File: config.mk
export PLATFORM = sky130hd
export DESIGN_NAME = oclib_apb_to_csr
export DESIGN_NICKNAME = d
export VERILOG_FILES = /design/src/rtl/oclib_pkg.sv /design/src/rtl/oclib_module_reset.sv /design/src/rtl/oclib_apb_to_csr.sv
export SDC_FILE = /design/constraint.sdc
export NUM_CORES = 1
export LEC_CHECK = 0
export ABC_AREA = 1
export CORE_MARGIN = 2
export CORE_UTILIZATION = 40
export CTS_CLUSTER_DIAMETER = 60
export DETAILED_ROUTE_END_ITERATION = 10
export PLACE_DENSITY = 0.88
export SYNTH_ARGS = -nofsm -noshare
export SYNTH_HDL_FRONTEND = slang
export SYNTH_SLANG_ARGS = --single-unit
File: constraint.sdc
create_clock -name clock -period 1.4 [get_ports clock]
set_input_delay 0.14 -clock clock [delete_from_list [all_inputs] [get_ports clock]]
set_output_delay 0.14 -clock clock [all_outputs]
set_load 0.1 [all_outputs]
File: src/rtl/oclib_pkg.sv
// Shared parameter constants and APB / CSR bus structures for the oclib blocks.
package oclib_pkg;

  localparam bit True  = 1'b1;
  localparam bit False = 1'b0;

  typedef struct packed {
    logic        read;
    logic        write;
    logic [31:0] address;
    logic [31:0] wdata;
  } csr_32_s;

  typedef struct packed {
    logic        ready;
    logic        error;
    logic [31:0] rdata;
  } csr_32_fb_s;

  typedef struct packed {
    logic        select;
    logic        enable;
    logic        write;
    logic [19:0] address;
    logic [31:0] wdata;
  } apb_s;

  typedef struct packed {
    logic        ready;
    logic        error;
    logic [31:0] rdata;
  } apb_fb_s;

endpackage

File: src/rtl/oclib_module_reset.sv
// Optional reset synchronizer followed by an optional reset pipeline.
module oclib_module_reset #(
  parameter bit ResetSync     = 1'b0,
  parameter int SyncCycles    = 3,
  parameter int ResetPipeline = 0
) (
  input  logic clock,
  input  logic reset,
  output logic resetOut
);

  logic synced;

  if (ResetSync) begin : g_sync
    logic [SyncCycles-1:0] sync_d;
    logic [SyncCycles-1:0] sync_q;

    // shift the raw reset through the synchronizer chain
    always_comb begin
      sync_d[0] = reset;
      for (int i = 1; i < SyncCycles; i++) begin
        sync_d[i] = sync_q[i-1];
      end
    end

    always_ff @(posedge clock) begin
      sync_q <= sync_d;
    end

    assign synced = sync_q[SyncCycles-1];
  end else begin : g_nosync
    assign synced = reset;
  end

  if (ResetPipeline > 0) begin : g_pipe
    logic [ResetPipeline-1:0] pipe_d;
    logic [ResetPipeline-1:0] pipe_q;

    // retiming stages so a widely fanned-out reset can be placed freely
    always_comb begin
      pipe_d[0] = synced;
      for (int i = 1; i < ResetPipeline; i++) begin
        pipe_d[i] = pipe_q[i-1];
      end
    end

    always_ff @(posedge clock) begin
      pipe_q <= pipe_d;
    end

    assign resetOut = pipe_q[ResetPipeline-1];
  end else begin : g_nopipe
    assign resetOut = synced;
  end

endmodule

File: src/rtl/oclib_apb_to_csr.sv
// APB completer to CSR initiator bridge: one transfer in flight, optional
// CSR timeout that completes the APB transfer with an error.
module oclib_apb_to_csr #(
  parameter type CsrType       = oclib_pkg::csr_32_s,
  parameter type CsrFbType     = oclib_pkg::csr_32_fb_s,
  parameter type ApbType       = oclib_pkg::apb_s,
  parameter type ApbFbType     = oclib_pkg::apb_fb_s,
  parameter bit  ApbSlaveError = oclib_pkg::True,
  parameter int  TimeoutCycles = 64,
  parameter int  SyncCycles    = 3,
  parameter bit  ResetSync     = oclib_pkg::False,
  parameter int  ResetPipeline = 0
) (
  input  logic     clock,
  input  logic     reset,
  input  ApbType   apb,
  output ApbFbType apbFb,
  output CsrType   csr,
  input  CsrFbType csrFb
);

  typedef enum logic [1:0] {
    StIdle     = 2'd0,
    StRequest  = 2'd1,
    StResponse = 2'd2
  } state_e;

  localparam int TimerW = (TimeoutCycles > 0) ? $clog2(TimeoutCycles + 1) : 1;

  state_e            state_d;
  state_e            state_q;
  CsrType            csr_d;
  CsrType            csr_q;
  ApbFbType          apb_fb_d;
  ApbFbType          apb_fb_q;
  logic [TimerW-1:0] timer_d;
  logic [TimerW-1:0] timer_q;
  logic              timeout_hit;
  logic              reset_sync;
  logic              unused_enable;

  localparam int CsrAddrW  = $bits(csr_q.address);
  localparam int CsrDataW  = $bits(csr_q.wdata);
  localparam int ApbRdataW = $bits(apb_fb_q.rdata);

  oclib_module_reset #(
    .ResetSync     (ResetSync),
    .SyncCycles    (SyncCycles),
    .ResetPipeline (ResetPipeline)
  ) u_reset (
    .clock    (clock),
    .reset    (reset),
    .resetOut (reset_sync)
  );

  // enable is guaranteed by the APB protocol before ready is sampled
  assign unused_enable = apb.enable;

  assign timeout_hit = (TimeoutCycles > 0) && (timer_q == TimerW'(TimeoutCycles));

  // next-state, request and response computation
  always_comb begin
    state_d        = state_q;
    csr_d          = csr_q;
    apb_fb_d       = apb_fb_q;
    apb_fb_d.ready = 1'b0;
    timer_d        = timer_q;
    case (state_q)
      StIdle: begin
        if (apb.select) begin
          csr_d         = '0;
          csr_d.address = CsrAddrW'(apb.address);
          csr_d.wdata   = CsrDataW'(apb.wdata);
          csr_d.write   = apb.write;
          csr_d.read    = !apb.write;
          timer_d       = '0;
          state_d       = StRequest;
        end else begin
          state_d = StIdle;
        end
      end
      StRequest: begin
        if (csrFb.ready) begin
          apb_fb_d.ready = 1'b1;
          apb_fb_d.rdata = csr_q.write ? '0 : ApbRdataW'(csrFb.rdata);
          apb_fb_d.error = csrFb.error & ApbSlaveError;
          csr_d.read     = 1'b0;
          csr_d.write    = 1'b0;
          state_d        = StResponse;
        end else if (timeout_hit) begin
          apb_fb_d.ready = 1'b1;
          apb_fb_d.rdata = '0;
          apb_fb_d.error = ApbSlaveError;
          csr_d.read     = 1'b0;
          csr_d.write    = 1'b0;
          state_d        = StResponse;
        end else if (timer_q < TimerW'(TimeoutCycles)) begin
          timer_d = timer_q + TimerW'(1);
        end else begin
          timer_d = timer_q;
        end
      end
      StResponse: begin
        state_d = StIdle;
      end
      default: begin
        state_d = StIdle;
      end
    endcase
  end

  // state and registered outputs; a reset abandons any transfer in flight
  always_ff @(posedge clock) begin
    if (reset_sync) begin
      state_q  <= StIdle;
      csr_q    <= '0;
      apb_fb_q <= '0;
      timer_q  <= '0;
    end else begin
      state_q  <= state_d;
      csr_q    <= csr_d;
      apb_fb_q <= apb_fb_d;
      timer_q  <= timer_d;
    end
  end

  assign csr   = csr_q;
  assign apbFb = apb_fb_q;

endmodule

# Yosys cells after proc, flatten, opt, wreduce, memory -nomap -nowiden
# Cells that the tools add are included.
# totals
reg_bits,97
input_bits,91
out_inout_bits,100
wordCells,44
# op_classes
addsub,1
n_lt_le_gt_ge,1
n_eq_ne,7
n_mux,16
n_bitwise,1
reduce_logical,9
# op_table
operator,count
$mux W34,2
$mux W66,1
$mux W32,1
$mux W7,4
$pmux W7 S2,1
$mux W2,4
$ne A2 B2 Y1 const B,4
$pmux W2 S2,2
$add A7 B1 Y7 const B,1
$eq A7 B7 Y1 const B,1
$lt A7 B7 Y1 const B,1
$reduce_and A5 Y1,1
$reduce_and A2 Y1,2
$reduce_bool A2 Y1,2
$ne A3 B3 Y1 const B,1
$reduce_and A3 Y1,1
$eq A2 B1 Y1 const B,1
$logic_not A2 Y1,1
$reduce_or A2 Y1,1
$logic_not A1 Y1,1
$mux W1,1
$not A1 Y1,1

# Longest topological paths before layout
# Gate-level depths: netlist (run 1).
# depth
depth_word,5
mapped_depth,10
ltp_nobuf,9

# By module
# From an unflattened synthesis (run 1), not the netlist that was laid out.
# unflattened
hier_cells,471
area_unflattened_um2,3713.6
# by_module_without_submodules
mod,n_inst,cells_each,area_per_inst_um2,seq_area_each_um2
oclib_apb_to_csr,1,470,3706.1,1941.9
oclib_module_reset,1,1,7.5,0.0

# Least setup slack after synthesis (run 1)
# OpenSTA, ideal clock, no wires.
# synth_timing
path_type,reg2reg
from,reg csr_q (netlist bit csr[64])
to,reg apb_fb_q (netlist bit apbFb[11])
setup_time_ns,0.136
t_arrival_ns,1.432
required_ns,1.264
slack_ns,-0.169
path_stages_with_launch,5
n_path_buf,1
synth_period_minus_slack_ns,1.569
cell_sequence,dfxtp_1 -> nor3_4 -> buf_6 -> nand2_1 -> a21oi_2
# synth_via
elab_chain_len,2
# synth_rtl
item,line_no,source
from (decl),oclib_apb_to_csr.sv:33,CsrType csr_q;
from (signal assigned),oclib_apb_to_csr.sv:121,csr_q <= csr_d;
$mux W32,oclib_apb_to_csr.sv:85,apb_fb_d.rdata = csr_q.write ? '0 : ApbRdataW'(csrFb.rdata);
$mux W34,oclib_apb_to_csr.sv:83,if (csrFb.ready) begin
to (signal assigned),oclib_apb_to_csr.sv:122,apb_fb_q <= apb_fb_d;
to (decl),oclib_apb_to_csr.sv:35,ApbFbType apb_fb_q;
# Every way passes these cells.
# A chain may end at the register's enable or synchronous reset.

# Final worst setup path (run 1)
# layout_timing
from,reg timer_q[0]
to,reg apb_fb_q (netlist bit apbFb[31])
# layout_via
elab_chain_len,3
# layout_rtl
item,line_no,source
from (decl),oclib_apb_to_csr.sv:37,logic [TimerW-1:0] timer_q;
from (signal assigned),oclib_apb_to_csr.sv:123,timer_q <= timer_d;
$eq A7 B7 Y1,oclib_apb_to_csr.sv:59,assign timeout_hit = (TimeoutCycles > 0) && (timer_q == TimerW'(TimeoutCycles));
$reduce_bool A2 Y1 (no source line),-,
$reduce_and A2 Y1 (no source line),-,
# Every way passes these cells.

==> metrics.md, run 1 <==
| Metric | Value |
|---|---|
| Outcome | finished, violations left |
| Violated checks | setup timing |
| Tot Pwr | roughly 8 mW |
| Reg2reg end | apbFb[31] |
| Pre-antenna DRT Iters | 5 |
| Max_cap viols | 0 |
| Ant. Diodes | 0 |
| Worst Path Max Fanout | 7 |
| Worst vdd ir | roughly 0.00073 V |
| Fin cells | between 700 and 800 |
| CTS tree | yes |
| Critical path's slowest cell | dfxtp_2 |
| Final ANT Viol Nets | 0 |
| Die Ht | roughly 100 um |
| Initial Util | 0.407 |
| Cell Pwr Density | approximately 1200 nW/um^2 |
| Initial antenna violation count | 0 |
| Reg2reg start | timer_q[0] |
| WHS | about 340 ps |
| GRT overflow | 0 |
| CTS buffer count | 9 |
| Largest buffer count on any clock path | 2 |
| Vias in the first global route | approximately 3800 |
| Worst path required time | about 1700 ps |
| Share of cells above drive strength 1 | 0.290 |
| Total Nets Final | between 700 and 800 |
| DRC | 0 |
| WP data arrival | 1750 ps |
| Pre-CTS WS | -108 ps |
| Cell Chain, Critical Path | inv_2, ha_4, inv_2, nor2_1, nand3_1, nand2_2, nand2_8, clkbuf_16, nand2_4, a21oi_2 |
| Crit path buffers/inverters | 3 |
| Pleak | 2.81 nW |
| Final Cycle Share | 1.05 |
| Cell family with most CP delay | simple AND/OR/NAND/NOR gates |
| Worst r2r path cells | 10 |
| Placed cell count | 745 |
| Register area share after synthesis | 0.524 |
| Initial DRC count | around 160 |
| Port buffer count | 177 |
| Synth Instances | 470 |
| Hold depth | 3 |
| Post-DP Area | roughly 6500 sq um |
| Via Count | roughly 3800 |
| Crit path depth | 10 |
| Skew-Pair Late Insertion Delay | between 300 and 400 ps |
| Worst Clk Skew | about 9.6 ps |
| Vias per inst | about 5.0 |
| Gr usage total | 0.227 |
| Setup TNS | -570 ps |
| Hold Violations, Final | 0 |
| I/O Pins | roughly 190 |
| Die Wd | about 100 um |
| Clock sinks | between 90 and 100 |
| Final setup fails | 26 |
| CP startpoint kind | register |
| Final core utilization | 0.772 |
| Cell Rows | 35 |
| Syn_area_per_cell | 7.89 sq um |
| Area grow syn2layout | 89.7% |
| Min-delay worst type | in2reg |
| Synth Register Bits | between 90 and 100 |
| Tmin final | between 1000 and 1500 ps |
| Crit end category | register |
| Post-Route WL | roughly 13000 um |
| Fin area | approximately 7000 sq um |
| Hold Crit Start | csrFb[3] |
| RSZ-0062 raised after global routing | true |
| Die Area | 10100 sq um |
| Crit Path Class | reg2reg |
| FF-to-FF setup slack | -80 ps |
| Post-route setup slack | -76.6 ps |
| Root buf cell | clkbuf_8 |
| Final Max Tran Viols | 0 |
| Synth Warn # | 0 |
| Post-DP HPWL | around 8500 um |
| Max stage delay on crit path | around 350 ps |
| Max Clk Rate | 0.677 GHz |
| GPL Wtd Cong | 0.775 |
| Pin count of the biggest net entering global routing | 46 |
| H-tree depth | 3 |
| Mapped Area | about 3700 sq um |
| Core Region | approximately 9000 sq um |
| Hold endpoint | apbFb[3] |
| Cell variety after synth | 24 |
| Crit-path most repeated cell | inv_2 |
| Clk slew on worst S/H paths | ~90 ps |
| First-pass GRT wire length | about 18000 um |
| Routed len/inst | ~17 um |
| Post-CTS Setup Bufs | 0 |
| # hold bufs at CTS | 0 |
[worst max path at each step]
stage                          start  slack (ps)        end
after floorplan           timer_q[0]          70   apbFb[0]
after global placement       apb[54]         -60    csr[11]
after detailed placement   csrFb[33]        -110  apbFb[25]
after CTS                 timer_q[0]         -90   apbFb[4]
after global routing      timer_q[0]        -150  apbFb[31]
final                     timer_q[0]         -80  apbFb[31]
[power breakdown]
group	leakage (nW)	internal [mW]	switching (mW)
registers	0.798	2.94	0.203
logic	1.90	1.10	1.90
clock network	0.112	1.10	0.965
total	2.81	5.14	3.07
[cell families after synthesis]
kind of cell	after synthesis	share of synthesized area
XOR/XNOR	1	0.00236
adder cells (fa/ha/maj)	2	0.00675
other	1	0.00101
flip-flops	97	0.524
AND/OR/NAND/NOR	216	0.240
buffers and inverters	57	0.0810
AO/OA/AOI/OAI	96	0.144
[sequential cells by signal, indices dropped and copies added (netlist names)]
name     flops
state_q      2
timer_q      7
csr         54
apbFb       34
[area by class of cell]
| class | instances | area, sq um |
|---|---|---|
| Inverter | 19 | 71.3 |
| Sequential cell | 97 | 1950 |
| Timing Repair Buffer | 197 | 2980 |
| Clock inverter | 4 | 76.3 |
| Clock buffer | 11 | 151 |
| Multi-Input combinational cell | 327 | 1660 |
| Tap cell | 111 | 139 |
| Fill cell | 547 | 2080 |
[synth_stat cells]
library cell	instances	area share
nor2_1	117	0.12
nand2_1	78	0.079
nand3_1	7	0.0095
buf_1	1	0.0010
nand2_4	2	0.0061
dfxtp_1	97	0.52
nand2_2	6	0.010
a21oi_2	14	0.033
ha_1	2	0.0068
nand3_4	1	0.0047
buf_2	6	0.0081
buf_6	3	0.0091
a21oi_1	28	0.038
nand4_1	3	0.0051
buf_4	15	0.030
o21ai_0	53	0.072
inv_2	3	0.0030
nor2_4	1	0.0030
o31ai_1	1	0.0020
nor3_4	1	0.0044
xor2_1	1	0.0024
conb_1	1	0.0010
clkbuf_1	13	0.013
inv_1	16	0.016
[placed cells by master, fill, tap and decap left out]
master | Yosys | final
clkinv_4 | 0 | 1
nand3_1 | 7 | 7
a21oi_2 | 14 | 18
nand2_8 | 0 | 1
inv_1 | 16 | 13
nand3_4 | 1 | 1
nand2_2 | 6 | 24
nand4_1 | 3 | 3
a21oi_1 | 28 | 24
nor2_1 | 117 | 117
o21ai_0 | 53 | 53
xor2_1 | 1 | 1
nand2_4 | 2 | 11
buf_6 | 3 | 1
nor2_4 | 1 | 1
buf_4 | 15 | 7
bufinv_16 | 0 | 2
clkbuf_16 | 0 | 4
o31ai_1 | 1 | 1
clkbuf_8 | 0 | 11
dfxtp_1 | 97 | 94
clkdlybuf4s50_1 | 0 | 89
ha_1 | 2 | 1
buf_12 | 0 | 95
nor3_4 | 1 | 1
clkinvlp_4 | 0 | 1
conb_1 | 1 | 12
nand2_1 | 78 | 50
buf_16 | 0 | 1
inv_2 | 3 | 6
dfxtp_2 | 0 | 3
ha_4 | 0 | 1
[repair_timing]
| action | 4_1_cts | 5_1_grt |
|---|---|---|
| hold endpoints to repair | 0 | 0 |
| gates resized for setup | 0 | 51 |
| setup endpoints to repair | 4 | 37 |
| gates cloned | 1 | 5 |
| pin swaps | 0 | 7 |
[metal layers]
layer	routed length, um	track usage	part of all wire	up-vias
li1	-	-	-	1834
met1	4730	0.241	0.36	1787
met2	6650	0.408	0.51	192
met3	1320	0.0982	0.10	31
met4	370	0.0685	0.028	0
met5	0	0	0	-
[tightest hold or removal path: stages]
cell and delay (ps):
clkdlybuf4s50_1 390, nand2_1 70, a21oi_1 60
(Power assumes the default switching activity.)
==> run 2: changes to the inputs <==
Settings changed: PLACE_DENSITY 0.88 to 0.92.
==> run 2 against run 1 <==
  * The flow still finishes with violations (setup timing)
  * Clock power down 19%
  * Worst setup slack worse by 14 ps
  * Sequential share of layout area down 0.72 points
  * Via count up 3.4%
  * Clock skew up 5.0 ps
  * Sequential cell count unchanged
  * First-iteration DRC count down 4.5%
  * Critical endpoint is now apbFb[27]
  * Largest cell class unchanged
  * Highest routed layer unchanged
==> metrics.md, run 2 (synthesized netlist as in run 1, its figures left out) <==
| Metric | Value |
|---|---|
| CTS tree | yes |
| Area grow syn2layout | 94.8% |
| Hold Crit Start | csrFb[18] |
| CP startpoint kind | register |
| Total Nets Final | 751 (+0.94%) |
| Commonest non-fill, non-tap cell in the layout | nor2_1 |
| Pin count of the biggest net entering global routing | 36 (-22%) |
| Skew-Pair Late Insertion Delay | 360 ps (about the same) |
| First-pass GRT wire length | 21100 um (+17%) |
| Final core utilization | 0.793 (+0.0210) |
| Root buf cell | clkbuf_8 |
| Hold depth | 3 (unchanged) |
| Outcome | finished, violations left |
| Setup TNS | -1670 ps (-1100 ps) |
| WP data arrival | 1730 ps (-20 ps) |
| Worst Clk Skew | 14.6 ps (+5.02 ps) |
| Pleak | 2.88 nW (+2.3%) |
| Crit path buffers/inverters | 4 (+1) |
| Vias per inst | 5.14 (+2.4%) |
| Cell Pwr Density | 1100 nW/um^2 (-6.0%) |
| Crit Path Class | reg2reg |
| Core Region | 9110 sq um (unchanged) |
| Max Clk Rate | 0.671 GHz (-0.95%) |
| Filler cell count | 493 (-9.9%) |
| Worst Path Max Fanout | 8 (+1) |
| Die Ht | 100 um (unchanged) |
| Reg2reg start | timer_q[0] |
| H-tree depth | 3 (unchanged) |
| Commonest cells after routing, fill and taps aside | nor2_1 (114), buf_12 (96), dfxtp_1 (93) |
| Critical path's slowest cell | dfxtp_2 |
| Violated checks | setup timing |
| Die Wd | 100 um (unchanged) |
| Max reg flops | 54 (unchanged) |
| Worst path required time | 1640 ps (-30 ps) |
| # hold bufs at CTS | 0 (unchanged) |
| Worst vdd ir | 0.000690 V (-6.0%) |
| Clk slew on worst S/H paths | 100 ps (about the same) |
| Hold endpoint | apbFb[18] |
| DRC | 0 (unchanged) |
| Vias in the first global route | 4238 (+13%) |
| Worst r2r path cells | 11 (+1) |
| Initial Util | 0.407 (unchanged) |
| Gr usage total | 0.270 (+0.0427) |
| Clock sinks | 97 (unchanged) |
| CTS buffer count | 9 (unchanged) |
| Final Cycle Share | 1.06 (+0.0101) |
| Cell Rows | 35 (unchanged) |
| Final Max Tran Viols | 0 (unchanged) |
| Largest buffer count on any clock path | 2 (unchanged) |
| GPL Wtd Cong | 0.763 (-1.5%) |
| Final setup fails | 34 (+31%) |
| RSZ-0062 raised after global routing | true |
| Initial DRC count | 150 (-4.5%) |
| Hold Violations, Final | 0 (unchanged) |
| Share of cells above drive strength 1 | 0.322 (+0.0317) |
| Routed len/inst | 18.5 um (+8.3%) |
| FF-to-FF setup slack | -90 ps (about the same) |
| Max_cap viols | 0 (unchanged) |
| Initial antenna violation count | 0 (unchanged) |
| Fin area | 7220 sq um (+2.7%) |
| Post-DP HPWL | 8850 um (+4.0%) |
| Cell family with most CP delay | simple AND/OR/NAND/NOR gates |
| Via Count | 3973 (+3.4%) |
| Max stage delay on crit path | 340 ps (about the same) |
| Reg2reg end | apbFb[27] |
| I/O Pins | 191 (unchanged) |
| GRT overflow | 0 (unchanged) |
| Tmin final | 1490 ps (+14.2 ps) |
| Post-DP Area | 6510 sq um (+0.15%) |
| Die Area | 10100 sq um (unchanged) |
| Crit end category | register |
| Ant. Diodes | 0 (unchanged) |
| Tot Pwr | 7.92 mW (-3.4%) |
| Final ANT Viol Nets | 0 (unchanged) |
| Cell Chain, Critical Path | inv_2, ha_4, inv_2, nor2_4, nand3_2, nand2_2, nand2_4, buf_12, buf_16, nand2_2, a21oi_1 |
| Pre-antenna DRT Iters | 4 (-1) |
| Post-Route WL | 14300 um (+9.3%) |
| Min-delay worst type | in2reg |
| Port buffer count | 177 (unchanged) |
| Post-route setup slack | -90.8 ps (-14.2 ps) |
[run 2: cell count changes in the layout (fill, tap and decap cells not counted), moves of 4 or more]
cell,change
buf_4,+6
clkbuf_16,-4
a21oi_2,+6
nand2_2,-14
buf_16,+5
a21oi_1,-7
nand2_4,+20
nand2_1,-5
[run 2: worst max path at each step]
stage | slack, ps | depth (start not counted) | from | endpoint
floorplan | 70 | 10 | timer_q[0] | apbFb[0]
global placement | 6 | 6 | csrFb[33] | apbFb[30]
detailed placement | -110 | 6 | csrFb[33] | apbFb[22]
CTS | -50 | 11 | timer_q[0] | apbFb[16]
global route | -160 | 11 | timer_q[0] | apbFb[27]
finish | -90 | 11 | timer_q[0] | apbFb[27]
[run 2: final cells by class]
type,instances,area [sq um],area share
flip-flops and latches,97,1950,0.270
clock inverters,4,30.0,0.00416
multi-input cells,327,1820,0.252
clock buffers,11,141,0.0196
inverters,19,71.3,0.00988
well taps,111,139,0.0192
repair buffers,204,3080,0.426
[run 2: per-stage QoR]
stage	hold WS, ps	instances	setup slack, ps
2_1_floorplan	283	481	68.0
3_3_place_gp	466	748	5.95
3_5_place_dp	479	748	-114
4_1_cts	324	772	-48.5
5_1_grt	358	773	-157
6_report	353	773	-90.8
[run 2: power breakdown]
part / switching (mW) / leakage (nW) / total, mW / internal (mW)
Sequential: 0.215 / 0.798 / 3.15 / 2.94
Combinational: 1.96 / 2.01 / 3.10 / 1.14
Clock: 0.987 / 0.0737 / 1.67 / 0.686
Total: 3.16 / 2.88 / 7.92 / 4.77
[run 2: timing repair]
action / CTS / global route
gates cloned: 6 / 0
setup endpoints to repair: 32 / 39
pin swaps: 6 / 4
setup buffers: 4 / 1
resized for setup: 80 / 17
[run 2: per-layer routing]
metal,global-route usage,vias to the layer above,wire [um]
met2,0.513,205,7700
met5,0,-,0
met3,0.0773,55,1040
met1,0.266,1874,4960
li1,-,1839,-
met4,0.133,0,593
[run 2: worst register-to-register path: cells and delay by family, from the launching register on]
kind            cells  cell delay (ps)
buf+inv             4              410
fa+ha+maj           1              130
flops               1              340
compound gates      1               70
simple gates        5              430
